<file path="config.mk">
export PLATFORM = sky130hd
export DESIGN_NAME = upc_seq
export DESIGN_NICKNAME = d
export VERILOG_FILES = /design/src/rtl/upc_seq.sv
export SDC_FILE = /design/constraint.sdc
export NUM_CORES = 1
export LEC_CHECK = 0
export ABC_CLOCK_PERIOD_IN_PS = 4400
export CAP_MARGIN = 30
export CORE_ASPECT_RATIO = 0.7
export CORE_MARGIN = 5
export CORE_UTILIZATION = 55
export DETAILED_ROUTE_END_ITERATION = 8
export PLACE_DENSITY = 0.91
export SLEW_MARGIN = 0
export SYNTH_ARGS = -nofsm -noshare
export SYNTH_HDL_FRONTEND = slang
export SYNTH_SLANG_ARGS = --single-unit
</file>
<file path="constraint.sdc">
create_clock -name clk -period 4.4 [get_ports clk]
set_input_delay 0.88 -clock clk [delete_from_list [all_inputs] [get_ports clk]]
set_output_delay 0.88 -clock clk [all_outputs]
set_load 0.02 [all_outputs]
</file>
<file path="src/rtl/upc_seq.sv">
// ---------------------------------------------------------------------------
// upc_seq : microsequencer next-address unit
//
// Sits between the microcode ROM and the micro-program counter register.
// Each cycle it decodes the current microword's sequencing field and tells
// the upc register either to increment (load_incr = 0) or to load upc_next
// (load_incr = 1). Supports jump, conditional jump, call/return through a
// small return-address stack, wait-on-condition, halt/restart and a sticky
// fault state for stack overflow/underflow.
//
// Ports:
//   clk        in   rising-edge clock
//   reset      in   asynchronous, active-high reset
//   upc        in   current micro-address (AW)
//   uop        in   sequencing opcode (3)
//   uaddr      in   jump/call target (AW)
//   csel       in   condition select (clog2(NCOND))
//   cond       in   condition flags (NCOND)
//   start      in   single-cycle pulse, leaves HALTED
//   load_incr  out  1 = load upc_next, 0 = increment
//   upc_next   out  address to load (AW)
//   halted     out  sequencer is in HALTED
//   fault      out  sequencer is in FAULT (sticky until reset)
//   sp         out  return-stack occupancy, 0..DEPTH
//
// Optional feature: define UPC_SEQ_WDOG_EN to enable a WAIT watchdog that
// forces FAULT after WDOG_CYCLES consecutive unsatisfied WAIT cycles.
// ---------------------------------------------------------------------------
module upc_seq #(
    parameter int  AW          = 5,
    parameter int  DEPTH       = 4,
    parameter int  NCOND       = 4,
    parameter int  WDOG_CYCLES = 255,
    localparam int CSW         = (NCOND > 1) ? $clog2(NCOND) : 1,
    localparam int SPW         = $clog2(DEPTH) + 1
) (
    input  logic           clk,
    input  logic           reset,
    input  logic [AW-1:0]  upc,
    input  logic [2:0]     uop,
    input  logic [AW-1:0]  uaddr,
    input  logic [CSW-1:0] csel,
    input  logic [NCOND-1:0] cond,
    input  logic           start,
    output logic           load_incr,
    output logic [AW-1:0]  upc_next,
    output logic           halted,
    output logic           fault,
    output logic [SPW-1:0] sp
);

    localparam int IW = (DEPTH > 1) ? $clog2(DEPTH) : 1;

    localparam logic [1:0] ST_RUN    = 2'd0;
    localparam logic [1:0] ST_HALTED = 2'd1;
    localparam logic [1:0] ST_FAULT  = 2'd2;

    localparam logic [2:0] OP_CONT    = 3'b000;
    localparam logic [2:0] OP_JMP     = 3'b001;
    localparam logic [2:0] OP_JCOND   = 3'b010;
    localparam logic [2:0] OP_CALL    = 3'b011;
    localparam logic [2:0] OP_RET     = 3'b100;
    localparam logic [2:0] OP_WAIT    = 3'b101;
    localparam logic [2:0] OP_HALT    = 3'b110;
    localparam logic [2:0] OP_RESTART = 3'b111;

    logic [1:0]     r_state;
    logic [1:0]     w_state_d;
    logic [SPW-1:0] r_sp;
    logic [AW-1:0]  r_stack [DEPTH];

    logic           w_sel;
    logic           w_push;
    logic           w_pop;
    logic           w_sp_clr;
    logic           w_load;
    logic [AW-1:0]  w_next;
    logic [AW-1:0]  w_upc_inc;
    logic [AW-1:0]  w_top;
    logic           w_full;
    logic           w_empty;
    logic           w_wait_stall;
    logic           w_wdog_trip;

    assign w_upc_inc = upc + AW'(1);
    assign w_full    = (r_sp == SPW'(DEPTH));
    assign w_empty   = (r_sp == '0);
    // Only consumed by RET when the stack is non-empty.
    assign w_top     = r_stack[IW'(r_sp - SPW'(1))];

    // Selected condition; a csel beyond NCOND matches no flag and reads false.
    always_comb begin
        w_sel = 1'b0;
        for (int i = 0; i < NCOND; i++) begin
            if (csel == CSW'(i)) w_sel = cond[i];
        end
    end

    assign w_wait_stall = (r_state == ST_RUN) && (uop == OP_WAIT) && !w_sel;

`ifdef UPC_SEQ_WDOG_EN
    localparam int WDW = ($clog2(WDOG_CYCLES + 1) > 8) ? $clog2(WDOG_CYCLES + 1) : 8;

    logic [WDW-1:0] r_wdog;

    // Trip on the edge where the count would reach WDOG_CYCLES.
    assign w_wdog_trip = w_wait_stall && (r_wdog == WDW'(WDOG_CYCLES - 1));

    always_ff @(posedge clk or posedge reset) begin
        if (reset)             r_wdog <= '0;
        else if (w_wait_stall) r_wdog <= r_wdog + WDW'(1);
        else                   r_wdog <= '0;
    end
`else
    logic w_unused_wdog;
    assign w_unused_wdog = (WDOG_CYCLES == 0);
    assign w_wdog_trip   = 1'b0;
`endif

    // Next-address decode and next-state selection.
    always_comb begin
        w_load    = 1'b1;
        w_next    = upc;
        w_state_d = r_state;
        w_push    = 1'b0;
        w_pop     = 1'b0;
        w_sp_clr  = 1'b0;
        case (r_state)
            ST_RUN: begin
                case (uop)
                    OP_CONT: w_load = 1'b0;
                    OP_JMP:  w_next = uaddr;
                    OP_JCOND: begin
                        if (w_sel) w_next = uaddr;
                        else       w_load = 1'b0;
                    end
                    OP_CALL: begin
                        if (w_full) begin
                            w_state_d = ST_FAULT;
                        end else begin
                            w_next = uaddr;
                            w_push = 1'b1;
                        end
                    end
                    OP_RET: begin
                        if (w_empty) begin
                            w_state_d = ST_FAULT;
                        end else begin
                            w_next = w_top;
                            w_pop  = 1'b1;
                        end
                    end
                    OP_WAIT: begin
                        if (w_sel) w_load = 1'b0;
                    end
                    OP_HALT: w_state_d = ST_HALTED;
                    default: begin
                        w_next   = '0;
                        w_sp_clr = 1'b1;
                    end
                endcase
                if (w_wdog_trip) w_state_d = ST_FAULT;
            end
            ST_HALTED: begin
                if (start) begin
                    w_next    = w_upc_inc;
                    w_state_d = ST_RUN;
                end
            end
            default: ;
        endcase
        // The upc register resets to 0 on its own; steer it there as well.
        if (reset) begin
            w_load = 1'b1;
            w_next = '0;
        end
    end

    always_ff @(posedge clk or posedge reset) begin
        if (reset) begin
            r_state <= ST_RUN;
            r_sp    <= '0;
        end else begin
            r_state <= w_state_d;
            if (w_sp_clr)    r_sp <= '0;
            else if (w_push) r_sp <= r_sp + SPW'(1);
            else if (w_pop)  r_sp <= r_sp - SPW'(1);
        end
    end

    // Stack contents are don't-care after reset, so no reset here.
    always_ff @(posedge clk) begin
        if (w_push) r_stack[r_sp[IW-1:0]] <= w_upc_inc;
    end

    assign load_incr = w_load;
    assign upc_next  = w_next;
    assign halted    = (r_state == ST_HALTED);
    assign fault     = (r_state == ST_FAULT);
    assign sp        = r_sp;

endmodule

</file>
* Word level (Yosys, flattened, before mapping)
Memories as Yosys holds them, arrays and structs flattened. Cells that the tools add are included.
Word-level totals: output and inout port bits 11, memory bits (writable) 20, bits in registers 5, memories 1, input bits 22, logic and storage cells 65
Operators by class: $add $sub $neg 3, eq/ne operators 16, muxes and demuxes 34, reduce and logical (&&, ||, !) cells 9
Memories:
- r_stack | words 4, width 5, rd ports 1, clocked after Yosys merged registers in 0, write ports 1, RTL line 70 | logic [AW-1:0] r_stack [DEPTH];
Operators by type and width (number):
- $mux 5 | 5
- $pmux 5 s5 | 1
- $mux 1 | 18
- $eq 3x3->1 const B | 4
- $pmux 5 s2 | 1
- $mux 3 | 3
- $reduce_or 7->1 | 1
- $eq 2x2->1 const B | 3
- $eq 3x2->1 const B | 2
- $logic_not 3->1 | 2
- $mux 2 | 3
- $ne 3x3->1 const B | 2
- $pmux 2 s3 | 1
- $add 5x1->5 const B | 1
- $reduce_and 5->1 | 1
- $eq 2x1->1 const B | 2
- $logic_not 2->1 | 2
- $ne 4x1->1 const B | 1
- $pmux 2 s2 | 1
- $add 3x1->3 const B | 1
- $eq 3x1->1 const B | 1
- $pmux 1 s3 | 1
- $reduce_bool 3->1 | 1
- $reduce_or 3->1 | 1
- other kinds (3) | 3

* Depth between registers and ports, before layout
Gate-level depths: netlist of the first run.
word-level depth 9, gate-level depth with buffers 7, mapped depth without buffers 7

* Worst setup path before layout of the first run
OpenSTA, ideal clock, no wires.
path kind input to output, from in csel[0], to out upc_next[2], arrival time 2588 ps, stages on the path 6, data required time 3520 ps, slack 932 ps, path buffers 1, cell sequence mux4_2 and4b_1 buf_6 or3_4 o2111ai_1 o2111a_1
Between the ends: word-level cells in the longest chain between the ends 9, elaborated cells on any way between the ends 12, those cells by class 3 x eq/ne; 8 x mux; 1 x reduce/logical
RTL lines:
- start, declared | RTL line 42 | input logic [CSW-1:0] csel,
- $logic_not 2->1 | RTL line 95 | if (csel == CSW'(i)) w_sel = cond[i];
- $mux 1 (3 in series) | RTL line 95
- $mux 1 * | RTL line 95
- $mux 5 * | RTL line 134 | if (w_sel) w_next = uaddr;
- $pmux 5 s5 * | RTL line 130 | case (uop)
- $pmux 5 s2 * | RTL line 128 | case (r_state)
- $mux 5 * | RTL line 173 | if (reset) begin
- end, declared | RTL line 46 | output logic [AW-1:0] upc_next,
Every way passes the cells marked *; elsewhere a longest branch is shown, timed or not.

* Worst setup path after layout of the first run
from in csel[0], to out upc_next[3]
Same word-level chain as after synthesis.

==> results of run 1 <==
path summary, 6_finish.rpt:
path | to | slack (ps) | start | cells after the start
max | upc_next[3] | 110 | csel[0] | 8
min | sp[1] | 620 | sp[1] | 2
max reg2reg | r_stack[2][0] | 2000 | sp[0] | 4
min reg2reg | sp[1] | 620 | sp[1] | 2
max in group asynchronous | sp[2] | 3270 | reset | 2
min in group asynchronous | r_state[0] | 910 | reset | 2
Yosys cell counts, drive strengths merged, types with 2 or more instances:
cell	n	area share
nor2b	5	0.019
or3	2	0.011
dfrtp	5	0.076
ha	6	0.046
o221ai	3	0.016
a221o	2	0.012
mux4	2	0.027
mux2i	10	0.061
inv	8	0.018
xnor2	2	0.011
o22a	3	0.016
a211oi	2	0.0092
nand2	10	0.023
edfxtp	20	0.37
xor2	2	0.011
and2	5	0.019
nand3	6	0.018
a31oi	5	0.019
o2111ai	2	0.011
a221oi	2	0.011
nor2	9	0.021
buf	2	0.011
o21ai	12	0.037
clkbuf	6	0.014
a21oi	9	0.027
state kept, by name, indices dropped and copies added, names as in the netlist:
name and count:
sp 3, r_state 2, r_stack 20
kinds of logic (layout without fill, tap and decap cells):
logic type | count (synthesis) | in the layout
adder cells (fa/ha/maj) | 6 | 6
multiplexers | 13 | 13
AND/OR/NAND/NOR | 45 | 45
buffers and inverters | 16 | 53
flip-flops | 25 | 25
AO/OA/AOI/OAI | 48 | 48
XOR/XNOR | 4 | 4
per-stage QoR:
stage / utilization / setup slack (ps) / instance area [um^2] / hold WS (ps) / instances
finish: 0.736 / 109 / 2080 / 619 / 230
floorplan: - / 932 / 1640 / 542 / 157
global placement: 0.719 / 39.2 / 2030 / 581 / 226
detailed placement: 0.719 / 19.3 / 2030 / 610 / 226
CTS: 0.735 / 9.24 / 2070 / 624 / 230
global route: 0.736 / 8.87 / 2080 / 695 / 230
worst max-delay path: cells and delay by family:
kind,cells,cell delay (ps)
simple gates,3,600
compound gates,1,160
buf+inv,3,1270
mux,1,500
area by class of cell:
type	count	area share
inverters	8	0.0145
multi-input cells	116	0.405
flip-flops and latches	25	0.349
clock inverters	1	0.00241
repair buffers	41	0.187
well taps	36	0.0217
clock buffers	3	0.0199
what timing repair did:
item                       4_1_cts  5_1_grt
setup endpoints to repair        1        1
hold buffers                     0        0
hold endpoints to repair         0        0
gates resized for setup          1        1
layer usage:
metal / global-route usage / vias to the layer above
li1: - / 682
met1: 0.311 / 687
met2: 0.349 / 103
met3: 0.0469 / 18
met4: 0.0623 / 0
met5: 0 / -
power by group:
part / internal, mW / switching, mW
logic: 0.231 / 0.311
registers: 0.282 / 0.0524
clock network: 0.0635 / 0.0733
==> results_dict.tcl, run 1 <==
set metrics [dict create \
    synthMuxAreaShare 0.0955 \
    worst_slew_pin_slew_ps 577 \
    hold_path.class "register to register" \
    seq_area_frac_synth 0.443 \
    place_congestion 1.04 \
    vias_per_cell 6.48 \
    clock_path_buffers 2 \
    nets 223 \
    synth_adder_area_share 0.0458 \
    clock_latency_ps 270 \
    grt_pass1_vias 1406 \
    cp_slowest_cell "clkdlybuf4s50_1" \
    met3_length_um 480 \
    synth_cells 157 \
    critPathArrivalTime_ps 3410 \
    powerDensity_nw_per_um2 488 \
    grt_setup_unrepaired "false" \
    crit_path_cell_trace "clkdlybuf4s50_1 -> mux4_2 -> and4b_1 -> buf_4 -> nor3_1 -> nand2_1 -> a31oi_1 -> clkdlybuf4s50_1" \
    synth_warnings 0 \
    mostFrequentLayoutCell "clkdlybuf4s50_1" \
    ant_nets 0 \
    fmax_mhz 233 \
    end_kind "output port" \
    fillers 187 \
    relSlewSlack 0.614 \
    cts_tree "done" \
    synth_xor_xnor_area_share 0.0214 \
    drive_above_1_share 0.103 \
    cp.required_ps 3520 \
    finalPower_mw 1.01 \
    syn_area_um2 1640 \
    cp-start-kind "primary input" \
    critPathMostFrequentCell "clkdlybuf4s50_1" \
    area_delta_synth_final_pct 26.8 \
    ys_types 46 \
    finalCriticalPeriod_ps 4290 \
    root_buffer "clkbuf_8" \
    syn_nets 185 \
    first_iter_violations 234 \
    grt_max_degree 15 \
    path_max_fanout 6 \
    die_w_um 75.2 \
    ios 33 \
    ys_ff_latch 25 \
    coreArea_um2 2820 \
    synth_top_family_by_area "compound AO/OA/AOI/OAI gates" \
    crit_type "primary input to output port" \
    numPortBuffers 32 \
    peakVddDrop_mv 0.453 \
    die_y_um 55.7 \
    cp_slowest_stage_delay_ps 630 \
    finalClockSkew_ps 5.07 \
    grt_pass1_wl_um 7040 \
    seq_area_um2 726 \
    initial_core_util 0.580 \
    drt_wl_total_um 4580 \
    outcome "complete, no violations" \
    drv_slew 0 \
    finalSetupTns_ps 0 \
    row_count 16 \
    drc_errors 0 \
    vias 1490 \
    overflow 0 \
    grt_use_total 0.223 \
    period_share 0.975 \
    dr_wl_met2_um 2140 \
    clkTransAtPathRegs_ps 80 \
    hold_viol 0 \
    setup_viol 0 \
    antenna-diode-count 0 \
    avgSynthCellArea_um2 10.4 \
    max_cap_violations 0 \
    cts_made_buffers 3 \
    async_reset_ff_frac 0.200 \
    top_layer "met4" \
    die_area_um2 4190 \
    multi_input_comb_area_um2 841 \
    wl_per_cell_um 19.9 \
    yosys.area_share.simple 0.144 \
    synth-main-ff-cell "edfxtp_1" \
    synth_compound_area_frac 0.207 \
    h-tree-depth 1 \
    post_cts_buffers 0 \
    final_cell_mix "clkdlybuf4s50_1, edfxtp_1, o21ai_0, nand2_1, mux2i_1" \
    dp_hpwl_um 3370 \
    grt_antenna_before_repair 0 \
    synth-edff-count 20 \
    first_pass_iters 4 \
    cts.sinks 25 \
    routedLengthMet1_um 1840 \
    p_leak_nw 0.785 \
]
Note: power is estimated with default switching activity, not from simulation.
==> inputs of run 2 (changes only) <==
--- a/config.mk
+++ b/config.mk
@@ -5,13 +5,13 @@
 export SDC_FILE = /design/constraint.sdc
 export NUM_CORES = 1
 export LEC_CHECK = 0
-export ABC_CLOCK_PERIOD_IN_PS = 4400
+export ABC_CLOCK_PERIOD_IN_PS = 4150
 export CAP_MARGIN = 30
 export CORE_ASPECT_RATIO = 0.7
 export CORE_MARGIN = 5
-export CORE_UTILIZATION = 55
+export CORE_UTILIZATION = 51
 export DETAILED_ROUTE_END_ITERATION = 8
-export PLACE_DENSITY = 0.91
+export PLACE_DENSITY = 0.85
 export SLEW_MARGIN = 0
 export SYNTH_ARGS = -nofsm -noshare
 export SYNTH_HDL_FRONTEND = slang
==> constraint.sdc (replaced) <==
create_clock -name clk -period 4.15 [get_ports clk]
set_input_delay 0.83 -clock clk [delete_from_list [all_inputs] [get_ports clk]]
set_output_delay 0.83 -clock clk [all_outputs]
set_load 0.02 [all_outputs]
==> run 2 against run 1 <==
  * Worst setup slack better by 9.7 ps
  * Design area rose by 1.4%
  * Sequential share of layout area shrank 0.48 points
  * Cell count grew 2.2%
  * Global-route usage is 2.1 points lower
==> results_dict.tcl, run 2 (same netlist as run 1, synthesis figures left out) <==
set metrics [dict create \
    r2r_end "r_stack[3][0]" \
    die_area_um2 4460 \
    grt_pass1_vias 1444 \
    r2r_start "sp[0]" \
    hold_path_depth 2 \
    endpoint "upc_next[2]" \
    finalSetupTns_ps 0 \
    max_cap_violations 0 \
    grt_use_total 0.202 \
    outcome "complete, no violations" \
    relSlewSlack 0.605 \
    cts_tree "done" \
    crit_path_start "csel[0]" \
    drive_above_1_share 0.117 \
    ios 33 \
    nets 226 \
    initial_core_util 0.524 \
    peakVddDrop_mv 0.455 \
    area_delta_synth_final_pct 28.6 \
    ff2ff_path_depth 4 \
    vias 1460 \
    cts_made_buffers 3 \
    cts.sinks 25 \
    fmax_mhz 248 \
    placed_cell_area_um2 2050 \
    largest_register_ffs 20 \
    cp-start-kind "primary input" \
    mostFrequentLayoutCell "clkdlybuf4s50_1" \
    die_w_um 77.7 \
    overflow 0 \
    final_cell_mix "clkdlybuf4s50_1, edfxtp_1, buf_4" \
    dpl_worst_slack_ps -149 \
    cts_hold_buf 0 \
    period_share 0.971 \
    antenna-diode-count 0 \
    p_leak_nw 0.813 \
    die_y_um 57.4 \
    h-tree-depth 1 \
    row_count 17 \
    end_kind "output port" \
    finalCriticalPeriod_ps 4030 \
    grt_pass1_wl_um 7060 \
    cp.required_ps 3320 \
    drt_wl_total_um 4330 \
    root_buffer "clkbuf_8" \
    ant_nets 0 \
    numPortBuffers 32 \
    coreArea_um2 3130 \
    vias_per_cell 6.21 \
    first_iter_violations 159 \
    final.setup.worst_slack_ps 119 \
    hold_path.class "register to register" \
    clkTransAtPathRegs_ps 80 \
    grt_setup_unrepaired "false" \
    hold_viol 0 \
    path_max_fanout 2 \
    setup_viol 0 \
    wl_per_cell_um 18.4 \
    grt_max_degree 16 \
    ff2ff_setup_slack_ps 1800 \
    crit_type "primary input to output port" \
    worst_slew_pin_slew_ps 591 \
    drc_errors 0 \
    clock_latency_ps 280 \
    drv_slew 0 \
    final_util 0.673 \
    powerDensity_nw_per_um2 509 \
    place_congestion 0.887 \
    grt_antenna_before_repair 0 \
    finalClockSkew_ps 5.14 \
    dp_hpwl_um 3420 \
    critPathArrivalTime_ps 3200 \
    first_pass_iters 4 \
    fin_area_um2 2110 \
    hold_slack_ps 613 \
    clock_path_buffers 2 \
]
run 2: report_power, final:
part	internal, mW	total, mW	switching, mW
clock	0.0682	0.148	0.0794
sequential	0.299	0.352	0.0525
combinational	0.246	0.573	0.328
run 2: cell type report:
class                           instances  area [um^2]
Clock inverter                          1         7.51
Inverter                                8         30.0
Multi-Input combinational cell        116          841
Clock buffer                            3         41.3
Tap cell                               38         47.5
Sequential cell                        25          726
Fill cell                             242         1020
Timing Repair Buffer                   44          413
run 2: layer usage:
metal,track usage,routed length [um],vias to the layer above
li1,-,-,688
met5,0,0,-
met3,0.0505,362,7
met2,0.314,2000,60
met1,0.280,1910,705
met4,0.0613,56,0
run 2: how the worst min path moves through the flow:
stage                             to       start
after global placement         sp[1]       sp[1]
after detailed placement       sp[1]       sp[1]
after floorplan           r_state[1]  r_state[1]
after global routing           sp[1]       sp[1]
after CTS                      sp[1]       sp[1]
final                          sp[1]       sp[1]
run 2: per-stage QoR:
step                instances  power [mW]
floorplan                 157       0.719
global placement          231       0.908
detailed placement        231       0.930
CTS                       235        1.07
global route              235        1.14
finish                    235        1.07
run 2: repair_timing:
| action | 4_1_cts | 5_1_grt |
|---|---|---|
| setup buffers | 0 | 0 |
| gates resized for setup | 2 | 2 |
| endpoints found under the setup margin | 2 | 2 |
run 2: worst max-delay path: stages:
cell and delay (ps):
clkdlybuf4s50_1 490, mux4_2 510, and4b_1 230, or3_4 400, o2111ai_1 190, o2111a_1 220, dlygate4sd2_1 330
==> inputs of run 3 (changes only) <==
--- a/config.mk
+++ b/config.mk
@@ -5,7 +5,6 @@
 export SDC_FILE = /design/constraint.sdc
 export NUM_CORES = 1
 export LEC_CHECK = 0
-export ABC_CLOCK_PERIOD_IN_PS = 4150
 export CAP_MARGIN = 30
 export CORE_ASPECT_RATIO = 0.7
 export CORE_MARGIN = 5
==> results of run 3 <==
Same layout as run 2: the final DEF is identical, and so are final timing and power.
